**src/rtl/highscore_ctrl.sv**
```systemverilog
`timescale 1ns/1ps
// highscore_ctrl
//
// Game-over high-score sequencer. When the game ends it decides whether the
// final score beats the stored high score. It does this one digit at a time,
// starting at the most significant digit, using a single external 7-segment
// digit comparator. If the score is a new record, the score is re-encoded into
// the high-score display registers, which drive the HEX displays directly.
//
// Optional feature macro: HISCORE_BLANK_EN
//   When this macro is defined, leading-zero digits above digit 0 are blanked.
//   When it is undefined, every digit shows a numeral.
//
// Ports
//   clk         system clock
//   reset       asynchronous, active-high; clears the FSM and the high score
//   start       one-cycle request to evaluate score (ignored while busy)
//   hi_clear    one-cycle request to zero the high score (honoured in IDLE only)
//   score       BCD score, digit 0 in bits [3:0]
//   cmp_hex     7-seg pattern presented to the shared comparator
//   cmp_num     number presented to the shared comparator
//   cmp_gt      comparator result: cmp_num > value(cmp_hex), same cycle
//   hi_hex      high-score display patterns, digit 0 in bits [6:0]
//   busy        evaluation in progress
//   done        one-cycle pulse at the end of every evaluation
//   new_record  qualified by done; high when the high score was replaced
module highscore_ctrl #(
  parameter int NDIG = 3
) (
  input  logic              clk,
  input  logic              reset,
  input  logic              start,
  input  logic              hi_clear,
  input  logic [4*NDIG-1:0] score,
  output logic [6:0]        cmp_hex,
  output logic [3:0]        cmp_num,
  input  logic              cmp_gt,
  output logic [7*NDIG-1:0] hi_hex,
  output logic              busy,
  output logic              done,
  output logic              new_record
);

  localparam int IDXW = (NDIG > 1) ? $clog2(NDIG) : 1;

  localparam logic [2:0] S_IDLE   = 3'd0;
  localparam logic [2:0] S_GT     = 3'd1;
  localparam logic [2:0] S_GE     = 3'd2;
  localparam logic [2:0] S_UPDATE = 3'd3;
  localparam logic [2:0] S_FINISH = 3'd4;

  function automatic logic [6:0] seg(input logic [3:0] d);
    logic [6:0] r;
    case (d)
      4'd0:    r = 7'b1000000;
      4'd1:    r = 7'b1111001;
      4'd2:    r = 7'b0100100;
      4'd3:    r = 7'b0110000;
      4'd4:    r = 7'b0011001;
      4'd5:    r = 7'b0010010;
      4'd6:    r = 7'b0000010;
      4'd7:    r = 7'b1111000;
      4'd8:    r = 7'b0000000;
      default: r = 7'b0010000;
    endcase
    return r;
  endfunction

  function automatic logic [7*NDIG-1:0] enc_digits(input logic [4*NDIG-1:0] bcd);
    logic [7*NDIG-1:0] r;
`ifdef HISCORE_BLANK_EN
    logic lead;
    lead = 1'b1;
`endif
    r = '0;
    for (int i = NDIG - 1; i >= 0; i--) begin
      r[7*i +: 7] = seg(bcd[4*i +: 4]);
`ifdef HISCORE_BLANK_EN
      // Walk down from the MSD; once a non-zero digit appears, the digits
      // below it are no longer leading zeros. Digit 0 is never blanked.
      if (bcd[4*i +: 4] != 4'd0) lead = 1'b0;
      if (lead && (i != 0)) r[7*i +: 7] = 7'b1111111;
`endif
    end
    return r;
  endfunction

  function automatic logic [4*NDIG-1:0] sat_digits(input logic [4*NDIG-1:0] bcd);
    logic [4*NDIG-1:0] r;
    r = '0;
    for (int i = 0; i < NDIG; i++) begin
      r[4*i +: 4] = (bcd[4*i +: 4] > 4'd9) ? 4'd9 : bcd[4*i +: 4];
    end
    return r;
  endfunction

  // Display pattern for a high score of zero. This is also the reset value.
  localparam logic [7*NDIG-1:0] HI_ZERO = enc_digits({(4*NDIG){1'b0}});

  logic [2:0]        state_q, state_d;
  logic [IDXW-1:0]   idx_q, idx_d;
  logic [4*NDIG-1:0] s_lat_q, s_lat_d;
  logic [7*NDIG-1:0] hi_hex_q, hi_hex_d;
  logic              rec_q, rec_d;

  logic [3:0]        cur_s;
  logic [6:0]        cur_h;

  always_comb begin
    cur_s = 4'd0;
    cur_h = 7'd0;
    for (int i = 0; i < NDIG; i++) begin
      if (idx_q == IDXW'(i)) begin
        cur_s = s_lat_q[4*i +: 4];
        cur_h = hi_hex_q[7*i +: 7];
      end
    end
  end

  // Comparing digits from the MSD down: GT catches "score digit greater".
  // Otherwise GE asks whether (digit+1) > hi, which means the digits are equal.
  // If that is false too, the score digit is smaller and the evaluation ends.
  always_comb begin
    state_d  = state_q;
    idx_d    = idx_q;
    s_lat_d  = s_lat_q;
    hi_hex_d = hi_hex_q;
    rec_d    = rec_q;
    cmp_hex  = 7'd0;
    cmp_num  = 4'd0;
    case (state_q)
      S_IDLE: begin
        if (hi_clear) begin
          hi_hex_d = HI_ZERO;
        end else if (start) begin
          s_lat_d = sat_digits(score);
          idx_d   = IDXW'(NDIG - 1);
          state_d = S_GT;
        end
      end
      S_GT: begin
        cmp_hex = cur_h;
        cmp_num = cur_s;
        state_d = cmp_gt ? S_UPDATE : S_GE;
      end
      S_GE: begin
        cmp_hex = cur_h;
        cmp_num = cur_s + 4'd1;
        if (!cmp_gt || (idx_q == '0)) begin
          state_d = S_FINISH;
        end else begin
          idx_d   = idx_q - IDXW'(1);
          state_d = S_GT;
        end
      end
      S_UPDATE: begin
        hi_hex_d = enc_digits(s_lat_q);
        rec_d    = 1'b1;
        state_d  = S_FINISH;
      end
      S_FINISH: begin
        rec_d   = 1'b0;
        state_d = S_IDLE;
      end
      default: state_d = S_IDLE;
    endcase
  end

  always_ff @(posedge clk or posedge reset) begin
    if (reset) begin
      state_q  <= S_IDLE;
      idx_q    <= '0;
      s_lat_q  <= '0;
      hi_hex_q <= HI_ZERO;
      rec_q    <= 1'b0;
    end else begin
      state_q  <= state_d;
      idx_q    <= idx_d;
      s_lat_q  <= s_lat_d;
      hi_hex_q <= hi_hex_d;
      rec_q    <= rec_d;
    end
  end

  assign hi_hex     = hi_hex_q;
  assign busy       = (state_q != S_IDLE);
  assign done       = (state_q == S_FINISH);
  assign new_record = (state_q == S_FINISH) && rec_q;

endmodule

```
**config.mk**
```make
export PLATFORM = sky130hd
export DESIGN_NAME = highscore_ctrl
export DESIGN_NICKNAME = d
export VERILOG_FILES = /design/src/rtl/highscore_ctrl.sv
export SDC_FILE = /design/constraint.sdc
export NUM_CORES = 1
export LEC_CHECK = 0
export ABC_CLOCK_PERIOD_IN_PS = 2250
export CELL_PAD_IN_SITES_DETAIL_PLACEMENT = 1
export CELL_PAD_IN_SITES_GLOBAL_PLACEMENT = 1
export CORE_MARGIN = 3
export CORE_UTILIZATION = 35
export CTS_BUF_LIST = sky130_fd_sc_hd__clkbuf_4 sky130_fd_sc_hd__clkbuf_8 sky130_fd_sc_hd__clkbuf_16
export DETAILED_ROUTE_END_ITERATION = 8
export HOLD_SLACK_MARGIN = 0.06
export PLACE_DENSITY_LB_ADDON = 0.1
export SYNTH_ARGS = -nofsm -noshare
export SYNTH_HDL_FRONTEND = slang
export SYNTH_SLANG_ARGS = --single-unit
export TNS_END_PERCENT = 10
```
**constraint.sdc**
```tcl
create_clock -name clk -period 2.25 [get_ports clk]
set_clock_uncertainty 0.2 [all_clocks]
set_input_delay 0.45 -clock clk [delete_from_list [all_inputs] [get_ports clk]]
set_output_delay 0.45 -clock clk [all_outputs]
set_load 0.1 [all_outputs]
```
==> impl_results.md, run 1 <==
* Post-Place Setup Slack at -0.2384 ns
* Synth Register Bits at 39
* Crit path buf inv count at 2
* Post-route setup TNS at -3.645 ns
* Post-DP Area at around 3600 sq um
* Area Overhead vs Synth at 55.83%
* Initial core utilization at a little over a third
* Die area at slightly above 8000 sq um
* PortBufs at just over 50
* Post-Synth Adder-Cell Area at about 11%
* Via Count at about 2,300
* Most common cell after layout, fill and taps aside: buf_4
* Max_cap viols at 0
* Max Clk Rate at roughly 360 MHz
* Die H at around 90 um
* Area fraction in compound gates after synthesis at between 20% and 30%
* Total gr overflow at 0
* RD Place Congestion at between 0.8 and 0.9
* Final core occ at between 50% and 60%
* Worst setup margin at -0.5165 ns
* Worst-path cell chain: ha_4 > buf_6 > nand3b_1 > a22oi_2 > xor2_1 > a22o_4 > buf_12
* Post-synthesis mux area share at around 2.3%
* Synth Net Count at slightly above 300
* Iter 0 DRT Violations at 92
* Worst skew pair latency at around 0.30 ns
* Post-Layout Inst Area at roughly 3900 sq um
* Crit path largest cell delay at roughly 0.44 ns
* GRT Overall Usage at roughly a fifth
* 1st-pass router iterations at 5
* Ports at 52
* Vias in the first global route at roughly 2,300
* H-tree levels at 2
* Residual DRC at 0
* Slew @ Worst Pin at 0.5686 ns
* Avg Vias per Cell at 5.076
* Kind of start point of the critical path: flip-flop
* Post-route ant nets at 0
* Fin crit share at 123.0%
* Post-synth cell types at 39
* Hold bufs inserted after CTS at 0
* Final hold vios at 0
* N_diodes at 0
* Num CTS Buffers at 5
* Arr. time, crit path at around 2.1 ns
* Clock buffer depth at 2
* Clock sinks at 39
* Synthesized area at ~2500 sq um
* CP max FO at 6
* Ys flop type: dfrtp_1
* CTS tree: done
* Main combinational cell family by area after synthesis: compound AO/OA/AOI/OAI gates
* Failing checks: setup timing
* HPWL Detailed at about 5.7 mm
* Final Max Tran Viols at 0
* Post-synth top area cell: dfrtp_1
* Final Setup Violations at 11
* Synth top area share at roughly 36%
* Final Net Count at 390
* Worst path required time at 1.60 ns
* Clock transition at path regs at approximately 0.08 ns
* Simple-gate portion of the synthesized area at a little under a fifth
* RSZ-0062 raised after global routing: true
* Post-route minimum period at 2.767 ns
* Register area share after synthesis at roughly 40%
* Hold crit path type: in2async
* Fraction of synthesized cell area in xor and xnor cells at 0.7067%
* Global-route wire length before repair at between 10 and 15 mm
* Critical path type: reg2out
* Average size of a mapped cell at between 9 and 10 sq um
* Post-Route WL at around 7.5 mm
* Crit path max-delay family: compound AO/OA/AOI/OAI gates
* Core area at 6832 sq um
* CP max stage cell: dfrtp_2
* Synth warnings at 0
* Root buf cell: clkbuf_8
* Rows at 30
* Share of layout cells above drive strength 1 at 37.78%
* Critical Path Sink Type: output port
* Horiz. Die Dim at between 90 and 100 um
* Post-synth EDFFs at 0
* DR WL/cell at ~17 um
* Highest-count cells in the layout ignoring fill and taps: 52 x buf_4, 32 x dfrtp_1, 25 x nand2_1
* Ys async rst share at 100.0%
* Slew HR at roughly three fifths
* Initial antenna violation count at 0
* Main area contributors after synthesis: dfrtp_1 36%, ha_1 11%, a21oi_1 5.7%
* Outcome: finished, violations left
* Largest net degree at the start of global routing at 40
* Post-Synthesis Cells at about 270
synth_stat cells, drive strengths merged (6+ instances only):
| cell type | count |
|---|---|
| nor2b | 6 |
| a21oi | 28 |
| o21ai | 18 |
| inv | 16 |
| a22o | 9 |
| ha | 22 |
| nor2 | 16 |
| a32o | 9 |
| clkbuf | 13 |
| nand2b | 8 |
| dfrtp | 36 |
| nand3b | 12 |
| nand2 | 25 |
per-layer routing:
metal,GRT usage [%],wire (um),vias to the layer above
met4,6.888,98,0
met3,3.013,232,7
li1,-,-,1115
met2,31.30,3632,40
met5,0,0,-
met1,25.09,3547,1112
area by class of cell:
type	instances	area (sq um)
Fill cell	776	2969
Multi-Input combinational cell	197	1569
Timing Repair Buffer	92	999.7
Sequential cell	39	996.0
Tap cell	96	120.1
Clock buffer	6	82.58
Inverter	16	60.06
Clock inverter	2	35.03
through the flow:
| stage | hold WS (ns) | cells |
|---|---|---|
| after floorplan | 0.2678 | 269 |
| after global placement | 0.2837 | 435 |
| after detailed placement | 0.3117 | 435 |
| after CTS | 0.3039 | 445 |
| after global routing | 0.3111 | 448 |
| final | 0.2981 | 448 |
cell families (layout without fill, tap and decap cells):
kind of cell / count (synthesis) / in the layout
AO/OA/AOI/OAI: 82 / 82
XOR/XNOR: 2 / 2
adder cells (fa/ha/maj): 22 / 22
buffers and inverters: 33 / 116
flip-flops: 39 / 39
multiplexers: 5 / 5
AND/OR/NAND/NOR: 86 / 86
worst register-to-register path, stage by stage, from the launching register on:
cell	delay (ns)
dfrtp_1	0.46
or3_4	0.41
or3b_1	0.43
buf_12	0.18
mux2_1	0.33
registers in the layout (all words and copies together) (netlist names):
register	count
hi_hex	21
idx_q	2
rec_q	1
s_lat_q	12
state_q	3
final timing paths:
check                           start  cells after the start    endpoint  slack (ns)
min reg2reg                     rec_q                      2       rec_q        0.32
min                             reset                      3  s_lat_q[5]        0.30
max reg2reg                state_q[0]                      4  s_lat_q[3]        0.13
min in group clk                rec_q                      2       rec_q        0.32
max in group asynchronous       reset                      3  hi_hex[20]        1.30
max                          idx_q[0]                      7  cmp_num[2]       -0.52
what timing repair did:
item | 4_1_cts | 5_1_grt
pin swaps | 6 | 8
setup endpoints to repair | 12 | 12
buffers inserted | 2 | 3
resized for setup | 18 | 12
Power of run 1 is left out: the tool's default activity adds up to more than one toggle a clock period on the data nets, which glitch-free logic cannot reach.
==> inputs of run 2 (changes only) <==
--- a/config.mk
+++ b/config.mk
@@ -5,15 +5,16 @@
 export SDC_FILE = /design/constraint.sdc
 export NUM_CORES = 1
 export LEC_CHECK = 0
-export ABC_CLOCK_PERIOD_IN_PS = 2250
+export ABC_CLOCK_PERIOD_IN_PS = 3200
 export CELL_PAD_IN_SITES_DETAIL_PLACEMENT = 1
 export CELL_PAD_IN_SITES_GLOBAL_PLACEMENT = 1
 export CORE_MARGIN = 3
-export CORE_UTILIZATION = 35
+export CORE_UTILIZATION = 42
 export CTS_BUF_LIST = sky130_fd_sc_hd__clkbuf_4 sky130_fd_sc_hd__clkbuf_8 sky130_fd_sc_hd__clkbuf_16
 export DETAILED_ROUTE_END_ITERATION = 8
 export HOLD_SLACK_MARGIN = 0.06
 export PLACE_DENSITY_LB_ADDON = 0.1
+export SLEW_MARGIN = 20
 export SYNTH_ARGS = -nofsm -noshare
 export SYNTH_HDL_FRONTEND = slang
 export SYNTH_SLANG_ARGS = --single-unit
==> constraint.sdc (replaced) <==
create_clock -name clk -period 3.2 [get_ports clk]
set_clock_uncertainty 0.2 [all_clocks]
set_input_delay 0.64 -clock clk [delete_from_list [all_inputs] [get_ports clk]]
set_output_delay 0.64 -clock clk [all_outputs]
set_load 0.1 [all_outputs]
==> impl_results.md, run 2 (synthesis results as in run 1) <==
* Outcome: finished, final reports clean (was finished, violations left)
* Rows at 27 (was 30)
* Setup bufs post-CTS at 0 (was 2)
* Global-route wire length before repair at 11.22 mm (was 12.29 mm)
* Highest-count cells in the layout ignoring fill and taps: 36 x dfrtp_1, 27 x a21oi_1, 27 x buf_4 (was 52 x buf_4, 32 x dfrtp_1, 25 x nand2_1)
* Post-Layout Inst Area at 3249 sq um (was 3862 sq um)
* Post-Route WL at 6.857 mm (was 7.510 mm)
* GRT met1 Usage at 26.73% (was 25.09%)
* Num CTS Buffers at 5 (unchanged)
* Via Count at 2,148 (was 2,274)
* Total gr overflow at 0 (unchanged)
* Critical Path Sink Type: output port (unchanged)
* Final Setup Violations at 0 (was 11)
* Post-route minimum period at ~3.1 ns
* Kind of start point of the critical path: flip-flop (unchanged)
* N_diodes at 0 (unchanged)
* PortBufs at 51 (unchanged)
* Number of flip-flops in the largest register at 21 (unchanged)
* Area Overhead vs Synth at 31.10% (was 55.83%)
* FF-to-FF path depth at 3 (was 4)
* Slew @ Worst Pin at 0.7705 ns (was 0.5686 ns)
* Critical path type: reg2out (unchanged)
* Avg Vias per Cell at 5.565 (was 5.076)
* Largest net degree at the start of global routing at 40 (unchanged)
* Layout fillers at 645 (was 776)
* Iter 0 DRT Violations at 126 (was 92)
* Horiz. Die Dim at 82.82 um (was 90.16 um)
* Worst path required time at 2.36 ns (was 1.60 ns)
* Die area at 6859 sq um (was 8128 sq um)
* Final Max Tran Viols at 0 (unchanged)
* Clock sinks at 39 (unchanged)
* Core area at 5608 sq um (was 6832 sq um)
* Worst skew pair latency at 0.30 ns (about the same)
* Post-route ant nets at 0 (unchanged)
* Post-DP Area at 3087 sq um (was 3588 sq um)
* Arr. time, crit path at 2.30 ns (was 2.12 ns)
* Routing usage on met3 at 3.373% (was 3.013%)
* RD Place Congestion at 0.8951 (was 0.8037)
* CTS tree: done (unchanged)
* H-tree levels at 2 (unchanged)
* CP max FO at 10 (was 6)
* Hold crit path type: reg2reg (was in2async)
* Share of layout cells above drive strength 1 at 21.02% (was 37.78%)
* Residual DRC at 0 (unchanged)
* Top Usage Layer GRT: met2 (unchanged)
* DR WL/cell at 17.76 um (was 16.76 um)
* Initial core utilization at 44.20% (was 36.28%)
* Post-route setup TNS at 0 ns (was -3.645 ns)
* Global Route met2 Usage at 33.53% (was 31.30%)
* Hold Path Depth at 2
* Max_cap viols at 0 (unchanged)
* HPWL Detailed at 5.239 mm (was 5.668 mm)
* Root buf cell: clkbuf_8 (unchanged)
* Die H at 82.82 um (was 90.16 um)
* Vias in the first global route at 2,192 (was 2,348)
* Final hold vios at 0 (unchanged)
* Clock buffer depth at 2 (unchanged)
* Initial antenna violation count at 0 (unchanged)
* Final Net Count at 352 (was 390)
* GRT Overall Usage at 20.14% (was 18.96%)
* Clock transition at path regs at 0.08 ns (about the same)
* Max Clk Rate at about 320 MHz
* 1st-pass router iterations at 4 (was 5)
* Slew HR at 48.64% (was 61.80%)
* Ports at 52 (unchanged)
* Fin crit share at between 90% and 100%
* Most common cell after layout, fill and taps aside: dfrtp_1 (was buf_4)
run 2: changes by cell type in the layout (fill, tap and decap cells not counted), moves of 3 or more:
cell | before | now
a21oi_2 | 6 | 1
dfstp_4 | 3 | 0
nor2_4 | 5 | 0
dfrtp_1 | 32 | 36
buf_12 | 20 | 11
nor2_1 | 11 | 16
buf_6 | 3 | 0
buf_4 | 52 | 27
dfrtp_2 | 4 | 0
a21oi_1 | 21 | 27
dfstp_2 | 0 | 3
run 2: area by class of cell:
| type | count | area [sq um] | area share [%] |
|---|---|---|---|
| repair buffers | 54 | 583.1 | 17.94 |
| flip-flops and latches | 39 | 979.7 | 30.15 |
| multi-input cells | 197 | 1400 | 43.09 |
| clock buffers | 6 | 76.32 | 2.349 |
| clock inverters | 2 | 60.06 | 1.848 |
| inverters | 16 | 60.06 | 1.848 |
| well taps | 72 | 90.09 | 2.772 |
run 2: per-stage QoR:
| step | worst slack [ns] | hold slack [ns] | util (%) | instances |
|---|---|---|---|---|
| 2_1_floorplan | -0.4104 | 0.2578 | - | 269 |
| 3_3_place_gp | 0.3501 | 0.2779 | 55.04 | 378 |
| 3_5_place_dp | 0.2606 | 0.2855 | 55.04 | 378 |
| 4_1_cts | 0.02207 | 0.3078 | 57.52 | 386 |
| 5_1_grt | -0.05377 | 0.3492 | 57.94 | 386 |
| 6_report | 0.05670 | 0.2994 | 57.94 | 386 |
run 2: final timing paths:
check                           start    endpoint  slack [ns]
max                          idx_q[0]  cmp_num[2]        0.06
min                             rec_q       rec_q        0.30
max reg2reg                state_q[0]  s_lat_q[3]        0.79
min reg2reg                     rec_q       rec_q        0.30
max in group asynchronous       reset  hi_hex[20]        1.87
min in group asynchronous       reset  hi_hex[12]        0.57
run 2: worst max-delay path, cell delays in order, from the launching register on:
cell	delay [ns]
dfrtp_1	0.41
inv_1	0.15
ha_2	0.32
nor2b_1	0.27
a21oi_2	0.10
ha_1	0.21
xor2_1	0.16
a22o_1	0.23
buf_12	0.17
run 2: routing by layer:
layer	up-vias	wire length, um
met1	1036	3185
met4	0	97
met2	61	3285
li1	1041	-
met3	10	288
met5	-	0
run 2: what timing repair did:
item                       in CTS  in global routing
gates resized for setup         1                  5
pin swaps                       0                  0
setup endpoints to repair       2                  2
hold buffers                    0                  0
Power of run 2 is left out for the same reason.
==> inputs of run 3 (changes only) <==
--- a/config.mk
+++ b/config.mk
@@ -6,6 +6,7 @@
 export NUM_CORES = 1
 export LEC_CHECK = 0
 export ABC_CLOCK_PERIOD_IN_PS = 3200
+export CAP_MARGIN = 10
 export CELL_PAD_IN_SITES_DETAIL_PLACEMENT = 1
 export CELL_PAD_IN_SITES_GLOBAL_PLACEMENT = 1
 export CORE_MARGIN = 3
==> results of run 3 <==
Same layout as run 2: the final DEF is identical, and so are final timing and power.
Power of run 3 is left out for the same reason.
